<file path="src/rtl/multicycle_ctrl_if.sv">
// multicycle_ctrl_if: sequencer-to-datapath bundle of status inputs, strobes and selects
interface multicycle_ctrl_if #(
    parameter int CNT_W = 32
);
    logic [6:0]       opcode;
    logic             alu_zero;
    logic             imem_ready;
    logic             dmem_ready;
    logic             halt_req;
    logic             ir_wr_en;
    logic             pc_wr_en;
    logic             pc_select;
    logic             alu_src2_sel;
    logic [1:0]       alu_op;
    logic             mem_read;
    logic             mem_write;
    logic             mem_to_reg;
    logic             rf_wr_en;
    logic             illegal;
    logic             bus_err;
    logic             halted;
    logic [CNT_W-1:0] retired_cnt;
    modport master (
        input  opcode, alu_zero, imem_ready, dmem_ready, halt_req,
        output ir_wr_en, pc_wr_en, pc_select, alu_src2_sel, alu_op,
        output mem_read, mem_write, mem_to_reg, rf_wr_en,
        output illegal, bus_err, halted, retired_cnt
    );
    modport slave (
        output opcode, alu_zero, imem_ready, dmem_ready, halt_req,
        input  ir_wr_en, pc_wr_en, pc_select, alu_src2_sel, alu_op,
        input  mem_read, mem_write, mem_to_reg, rf_wr_en,
        input  illegal, bus_err, halted, retired_cnt
    );
endinterface

</file>
<file path="src/rtl/multicycle_ctrl.sv">
// multicycle_ctrl: FETCH/DECODE/EXEC/MEM/WB sequencer with halt, illegal-opcode and bus-timeout handling
module multicycle_ctrl #(
    parameter int CNT_W   = 32,
    parameter int TIMEOUT = 255
) (
    input logic               clk,
    input logic               reset,
    multicycle_ctrl_if.master bus
);
    localparam int WW = (TIMEOUT > 0) ? $clog2(TIMEOUT + 1) : 1;
    localparam logic [WW-1:0] WLAST = WW'((TIMEOUT > 0) ? TIMEOUT - 1 : 0);

    typedef enum logic [2:0] {FETCH, DECODE, EXEC, MEM, WB, HALT, ERROR} state_e;
    typedef enum logic [2:0] {C_R, C_I, C_LD, C_ST, C_BR, C_ILL} cls_e;

    state_e           state_q, state_d;
    cls_e             cls_q, cls_d, op_cls;
    logic [WW-1:0]    wait_q, wait_d;
    logic             illegal_q, illegal_d;
    logic [CNT_W-1:0] cnt_q, cnt_d;
    logic             retire;
    logic             timed_out;

    // classify the opcode; only meaningful while the IR is stable from DECODE on
    always_comb begin
        op_cls = (bus.opcode == 7'b0110011) ? C_R  :
                 (bus.opcode == 7'b0010011) ? C_I  :
                 (bus.opcode == 7'b0000011) ? C_LD :
                 (bus.opcode == 7'b0100011) ? C_ST :
                 (bus.opcode == 7'b1100011) ? C_BR : C_ILL;
    end

    // state register plus class, wait counter, sticky illegal flag and retire counter
    always_ff @(posedge clk) begin
        if (reset) begin
            state_q   <= FETCH;
            cls_q     <= C_R;
            wait_q    <= '0;
            illegal_q <= 1'b0;
            cnt_q     <= '0;
        end else begin
            state_q   <= state_d;
            cls_q     <= cls_d;
            wait_q    <= wait_d;
            illegal_q <= illegal_d;
            cnt_q     <= cnt_d;
        end
    end

    // next state; a ready seen in the last allowed wait cycle beats the timeout
    always_comb begin
        timed_out = (TIMEOUT != 0) && (wait_q == WLAST);
        state_d   = state_q;
        case (state_q)
            FETCH:   state_d = bus.halt_req ? HALT : bus.imem_ready ? DECODE : timed_out ? ERROR : FETCH;
            DECODE:  state_d = (op_cls == C_ILL) ? FETCH : EXEC;
            EXEC:    state_d = (cls_q == C_BR) ? FETCH : (cls_q inside {C_LD, C_ST}) ? MEM : WB;
            MEM:     state_d = bus.dmem_ready ? ((cls_q == C_ST) ? FETCH : WB) : timed_out ? ERROR : MEM;
            WB:      state_d = FETCH;
            HALT:    state_d = bus.halt_req ? HALT : FETCH;
            default: state_d = ERROR;
        endcase
        cls_d     = (state_q == DECODE) ? op_cls : cls_q;
        illegal_d = illegal_q | (state_q == DECODE && op_cls == C_ILL);
        wait_d    = (state_d == state_q && (state_q == FETCH || state_q == MEM)) ? wait_q + WW'(1) : '0;
        cnt_d     = cnt_q + CNT_W'(retire);
    end

    // strobes and selects; everything is forced low while reset is held
    always_comb begin
        bus.ir_wr_en     = 1'b0;
        bus.pc_wr_en     = 1'b0;
        bus.pc_select    = 1'b0;
        bus.alu_src2_sel = 1'b0;
        bus.alu_op       = 2'b00;
        bus.mem_read     = 1'b0;
        bus.mem_write    = 1'b0;
        bus.mem_to_reg   = 1'b0;
        bus.rf_wr_en     = 1'b0;
        bus.halted       = 1'b0;
        bus.illegal      = !reset && illegal_q;
        bus.bus_err      = !reset && state_q == ERROR;
        bus.retired_cnt  = reset ? '0 : cnt_q;
        retire           = 1'b0;
        if (!reset) begin
            case (state_q)
                FETCH:  bus.ir_wr_en = !bus.halt_req && bus.imem_ready;
                DECODE: bus.pc_wr_en = op_cls == C_ILL;
                EXEC: begin
                    bus.alu_src2_sel = cls_q inside {C_I, C_LD, C_ST};
                    bus.alu_op       = (cls_q == C_R) ? 2'b10 : (cls_q == C_I) ? 2'b11 : (cls_q == C_BR) ? 2'b01 : 2'b00;
                    bus.pc_wr_en     = cls_q == C_BR;
                    bus.pc_select    = cls_q == C_BR && bus.alu_zero;
                    retire           = cls_q == C_BR;
                end
                MEM: begin
                    bus.alu_src2_sel = 1'b1;
                    bus.mem_read     = cls_q == C_LD;
                    bus.mem_write    = cls_q == C_ST;
                    bus.pc_wr_en     = bus.dmem_ready && cls_q == C_ST;
                    retire           = bus.dmem_ready && cls_q == C_ST;
                end
                WB: begin
                    bus.rf_wr_en   = 1'b1;
                    bus.mem_to_reg = cls_q == C_LD;
                    bus.pc_wr_en   = 1'b1;
                    retire         = 1'b1;
                end
                HALT:    bus.halted = 1'b1;
                default: ;
            endcase
        end
    end
endmodule
</file>
<file path="src/flat_wrapper.sv">
// flat-port wrapper written by rule: the top's interface ports become plain ports
module multicycle_ctrl_flat 
#(
    parameter int CNT_W   = 32,
    parameter int TIMEOUT = 255
)
  (clk, reset, bus_opcode, bus_alu_zero, bus_imem_ready, bus_dmem_ready, bus_halt_req, bus_ir_wr_en, bus_pc_wr_en, bus_pc_select, bus_alu_src2_sel, bus_alu_op, bus_mem_read, bus_mem_write, bus_mem_to_reg, bus_rf_wr_en, bus_illegal, bus_bus_err, bus_halted, bus_retired_cnt);
  multicycle_ctrl_if #(.CNT_W(CNT_W)) bus_i ();
  input logic clk;
  input logic reset;
  input wire logic [$bits(bus_i.opcode)-1:0] bus_opcode;
  input wire logic [$bits(bus_i.alu_zero)-1:0] bus_alu_zero;
  input wire logic [$bits(bus_i.imem_ready)-1:0] bus_imem_ready;
  input wire logic [$bits(bus_i.dmem_ready)-1:0] bus_dmem_ready;
  input wire logic [$bits(bus_i.halt_req)-1:0] bus_halt_req;
  output wire logic [$bits(bus_i.ir_wr_en)-1:0] bus_ir_wr_en;
  output wire logic [$bits(bus_i.pc_wr_en)-1:0] bus_pc_wr_en;
  output wire logic [$bits(bus_i.pc_select)-1:0] bus_pc_select;
  output wire logic [$bits(bus_i.alu_src2_sel)-1:0] bus_alu_src2_sel;
  output wire logic [$bits(bus_i.alu_op)-1:0] bus_alu_op;
  output wire logic [$bits(bus_i.mem_read)-1:0] bus_mem_read;
  output wire logic [$bits(bus_i.mem_write)-1:0] bus_mem_write;
  output wire logic [$bits(bus_i.mem_to_reg)-1:0] bus_mem_to_reg;
  output wire logic [$bits(bus_i.rf_wr_en)-1:0] bus_rf_wr_en;
  output wire logic [$bits(bus_i.illegal)-1:0] bus_illegal;
  output wire logic [$bits(bus_i.bus_err)-1:0] bus_bus_err;
  output wire logic [$bits(bus_i.halted)-1:0] bus_halted;
  output wire logic [$bits(bus_i.retired_cnt)-1:0] bus_retired_cnt;
  assign bus_i.opcode = bus_opcode;
  assign bus_i.alu_zero = bus_alu_zero;
  assign bus_i.imem_ready = bus_imem_ready;
  assign bus_i.dmem_ready = bus_dmem_ready;
  assign bus_i.halt_req = bus_halt_req;
  assign bus_ir_wr_en = bus_i.ir_wr_en;
  assign bus_pc_wr_en = bus_i.pc_wr_en;
  assign bus_pc_select = bus_i.pc_select;
  assign bus_alu_src2_sel = bus_i.alu_src2_sel;
  assign bus_alu_op = bus_i.alu_op;
  assign bus_mem_read = bus_i.mem_read;
  assign bus_mem_write = bus_i.mem_write;
  assign bus_mem_to_reg = bus_i.mem_to_reg;
  assign bus_rf_wr_en = bus_i.rf_wr_en;
  assign bus_illegal = bus_i.illegal;
  assign bus_bus_err = bus_i.bus_err;
  assign bus_halted = bus_i.halted;
  assign bus_retired_cnt = bus_i.retired_cnt;
  multicycle_ctrl #(.CNT_W(CNT_W), .TIMEOUT(TIMEOUT)) u_core (.clk(clk), .reset(reset), .bus(bus_i));
endmodule
</file>
<file path="config.mk">
export PLATFORM = sky130hd
export DESIGN_NAME = multicycle_ctrl_flat
export DESIGN_NICKNAME = d
export VERILOG_FILES = /design/src/rtl/multicycle_ctrl_if.sv /design/src/rtl/multicycle_ctrl.sv /design/src/flat_wrapper.sv
export SDC_FILE = /design/constraint.sdc
export NUM_CORES = 1
export LEC_CHECK = 0
export ABC_AREA = 1
export CORE_MARGIN = 3
export CORE_UTILIZATION = 30
export DETAILED_ROUTE_END_ITERATION = 8
export SYNTH_ARGS = -nofsm -noshare
export SYNTH_HDL_FRONTEND = slang
export SYNTH_SLANG_ARGS = --single-unit
</file>
<file path="constraint.sdc">
create_clock -name clk -period 4.2 [get_ports clk]
set_clock_uncertainty 0.05 [all_clocks]
set_input_delay 0.84 -clock clk [delete_from_list [all_inputs] [get_ports clk]]
set_output_delay 0.84 -clock clk [all_outputs]
set_load 0.02 [all_outputs]
</file>
==> out/qor.yml <==
setup_tns_ns: 0
post_cts_buffers: 0
dp.cells: 611
power_density_nw_per_um2: 260
die-area_sq_um: 10500
portBuffers: 57
first_pass_iters: 4
core_area_sq_um: 8850
synthesis.nets: 470
cp.required_ns: 3.31
ff2ff_path_depth: 15
place_area_sq_um: 3470
worst-path-max-fanout: 3
antenna_found_initial: 0
drc: 0
rows: 34
initial_core_util_pct: 31.5
hold-worst-slack_ns: 0.414
grt.overflow.total: 0
p_leak_nw: 1.21
synthCells: 453
regToRegEndpoint: "u_core.cnt_q[18]"
tightest_slew_ns: 0.502
final_net_count: 527
clk_latency_ns: 0.30
hold_end: "u_core.cnt_q[26]"
cts_buffers: 5
num_io_pins: 58
h-tree-depth: 2
cp-end-kind: "primary output"
irDropWorstVdd_uv: 125
syn_area_sq_um: 2780
drive_above_1_share_pct: 5.28
grt_pass1_vias: 2899
hold_depth: 2
fin_crit_sh_pct: 80.6
drt_iter0_drc: 159
status: "completed"
finalCriticalPeriod_ns: 3.39
nFillCells: 971
synth_top_cell_area_share_pct: 33.8
path_class: "in -> out"
cts_tree: "done"
cts_hold_buffers: 0
cts_resized: 0
hold_violations: 0
synth.area.top_cells: "dfxtp_1 34%, nor2_1 13%, nand2_1 13%, inv_1 8.6%, a21oi_1 5.4%"
worstReg2RegStart: "u_core.state_q[1]"
syn_area_per_cell_sq_um: 6.15
drv_cap: 0
cts.sinks: 47
cts_root_buffer: "clkbuf_8"
hold_start: "u_core.cnt_q[26]"
fp.dieW_um: 102
grt_pass1_wl_um: 12700
holdCritPathClass: "reg -> reg"
seq_area_sq_um: 941
ant_nets: 0
maxSlewViolCount: 0
layout.cells.non_filler: 619
start_kind: "primary input"
gp_congestion: 0.891
dp_hpwl_um: 5940
fmax_ghz: 0.295
n_antenna_cell: 0
vias: 2956
wl_um: 7420
fin_util_pct: 40.7
finalSetupViolCount: 0
viasPerCell: 4.78
synth-seq-cells: 47
worst_ep_arrival_time_ns: 2.50
r2r_slack_ns: 1.61
clk_path_buf_depth: 2
routedWlPerCell_um: 12.0
grt_usage_pct: 14.9
ys_types: 28
grt_max_degree: 30
rsz0062_at_grt: "false"
path_clk_slew_ns: 0.09
synth_top_area_cell: "dfxtp_1"
ys_warn_count: 0
seq_area_frac_synth_pct: 33.8
final_area_sq_um: 3600
die_y_um: 102
multi_input_area_sq_um: 1550
relSlewSlack_pct: 66.5
area_growth_pct: 29.3
==> metal layers <==
layer	GRT usage, %	share of wire [%]	up-vias
met5	0	0	-
li1	-	-	1544
met2	26.1	48	84
met1	18.4	46	1318
met4	4.64	1.1	0
met3	3.07	5.7	10
==> registers in the layout, summed over array words and instances (netlist names) <==
name / flops
u_core.cls_q: 3
u_core.cnt_q: 32
u_core.illegal_q: 1
u_core.wait_q: 8
u_core.state_q: 3
==> cells in the mapped netlist (all sizes together) <==
library cell	n
a211oi	1
a21oi	30
a311oi	1
a31oi	2
and3	1
buf	2
clkbuf	8
dfxtp	47
ha	4
inv	67
nand2	100
nand3	30
nand3b	1
nand4	9
nor2	103
nor3	20
nor4	3
o21ai	14
xnor2	2
xor2	8
==> where the power goes <==
| part | internal [mW] | leakage, nW | total, mW | switching, mW |
|---|---|---|---|---|
| registers | 0.452 | 0.380 | 0.460 | 0.00780 |
| logic | 0.0315 | 0.765 | 0.0818 | 0.0503 |
| clock network | 0.238 | 0.0654 | 0.393 | 0.155 |
==> cell families (layout without fill, tap and decap cells) <==
| kind of cell | after synthesis | count (layout) | share of synthesized area [%] |
|---|---|---|---|
| buffers and inverters | 77 | 135 | 10.4 |
| XOR/XNOR | 10 | 10 | 3.15 |
| adder cells (fa/ha/maj) | 4 | 4 | 1.80 |
| AND/OR/NAND/NOR | 267 | 267 | 41.9 |
| AO/OA/AOI/OAI | 48 | 48 | 8.94 |
| flip-flops | 47 | 47 | 33.8 |
==> cells in the final DEF (no fill, tap or decap) <==
cell type,netlist,final
nor2_1,100,100
nand2_1,98,98
inv_1,64,64
clkdlybuf4s50_1,0,56
dfxtp_1,47,47
a21oi_1,30,30
nand3_1,25,25
nor3_1,17,17
o21ai_0,14,14
nand4_1,9,9
xor2_1,8,8
clkbuf_8,0,5
nand3_2,4,4
ha_1,4,4
inv_2,3,3
nor4_1,3,3
nor3_2,3,3
buf_4,0,3
nor2_2,2,2
a31oi_1,2,2
nand2_2,2,2
xnor2_1,2,2
bufinv_16,0,2
a311oi_1,1,1
nor2_4,1,1
nand3b_1,1,1
and3_1,1,1
a211oi_1,1,1
nand3_4,1,1
clkbuf_1,8,1
buf_2,1,1
==> layout make-up <==
type | instances | share of cell area [%]
timing repair buffer | 60 | 16.3
inverter | 67 | 6.98
sequential | 47 | 26.1
clock inverter | 2 | 1.67
clock buffer | 6 | 2.02
tap | 108 | 3.75
multi-input combinational | 329 | 43.1
==> worst max path at each step <==
stage / startpoint / to / slack [ns] / cells past startpoint
global placement: bus_dmem_ready / bus_pc_wr_en / 0.83 / 6
global route: bus_dmem_ready / bus_pc_wr_en / 0.65 / 6
floorplan: reset / bus_halted / 1.36 / 3
finish: bus_dmem_ready / bus_pc_wr_en / 0.81 / 6
detailed placement: bus_dmem_ready / bus_pc_wr_en / 0.82 / 6
CTS: bus_dmem_ready / bus_pc_wr_en / 0.81 / 6
==> per-stage QoR <==
step           power, mW  setup slack, ns
2_1_floorplan      0.522             1.36
3_3_place_gp       0.552            0.833
3_5_place_dp       0.553            0.819
4_1_cts            0.947            0.805
5_1_grt            0.972            0.652
6_report           0.935            0.813
==> worst max-delay path: stages <==
cell and delay, ns:
clkdlybuf4s50_1 0.51, nand4_1 0.12, o21ai_0 0.17, nor2_1 0.08, a21oi_1 0.14, clkdlybuf4s50_1 0.62
Power figures use the tool's default switching activity.
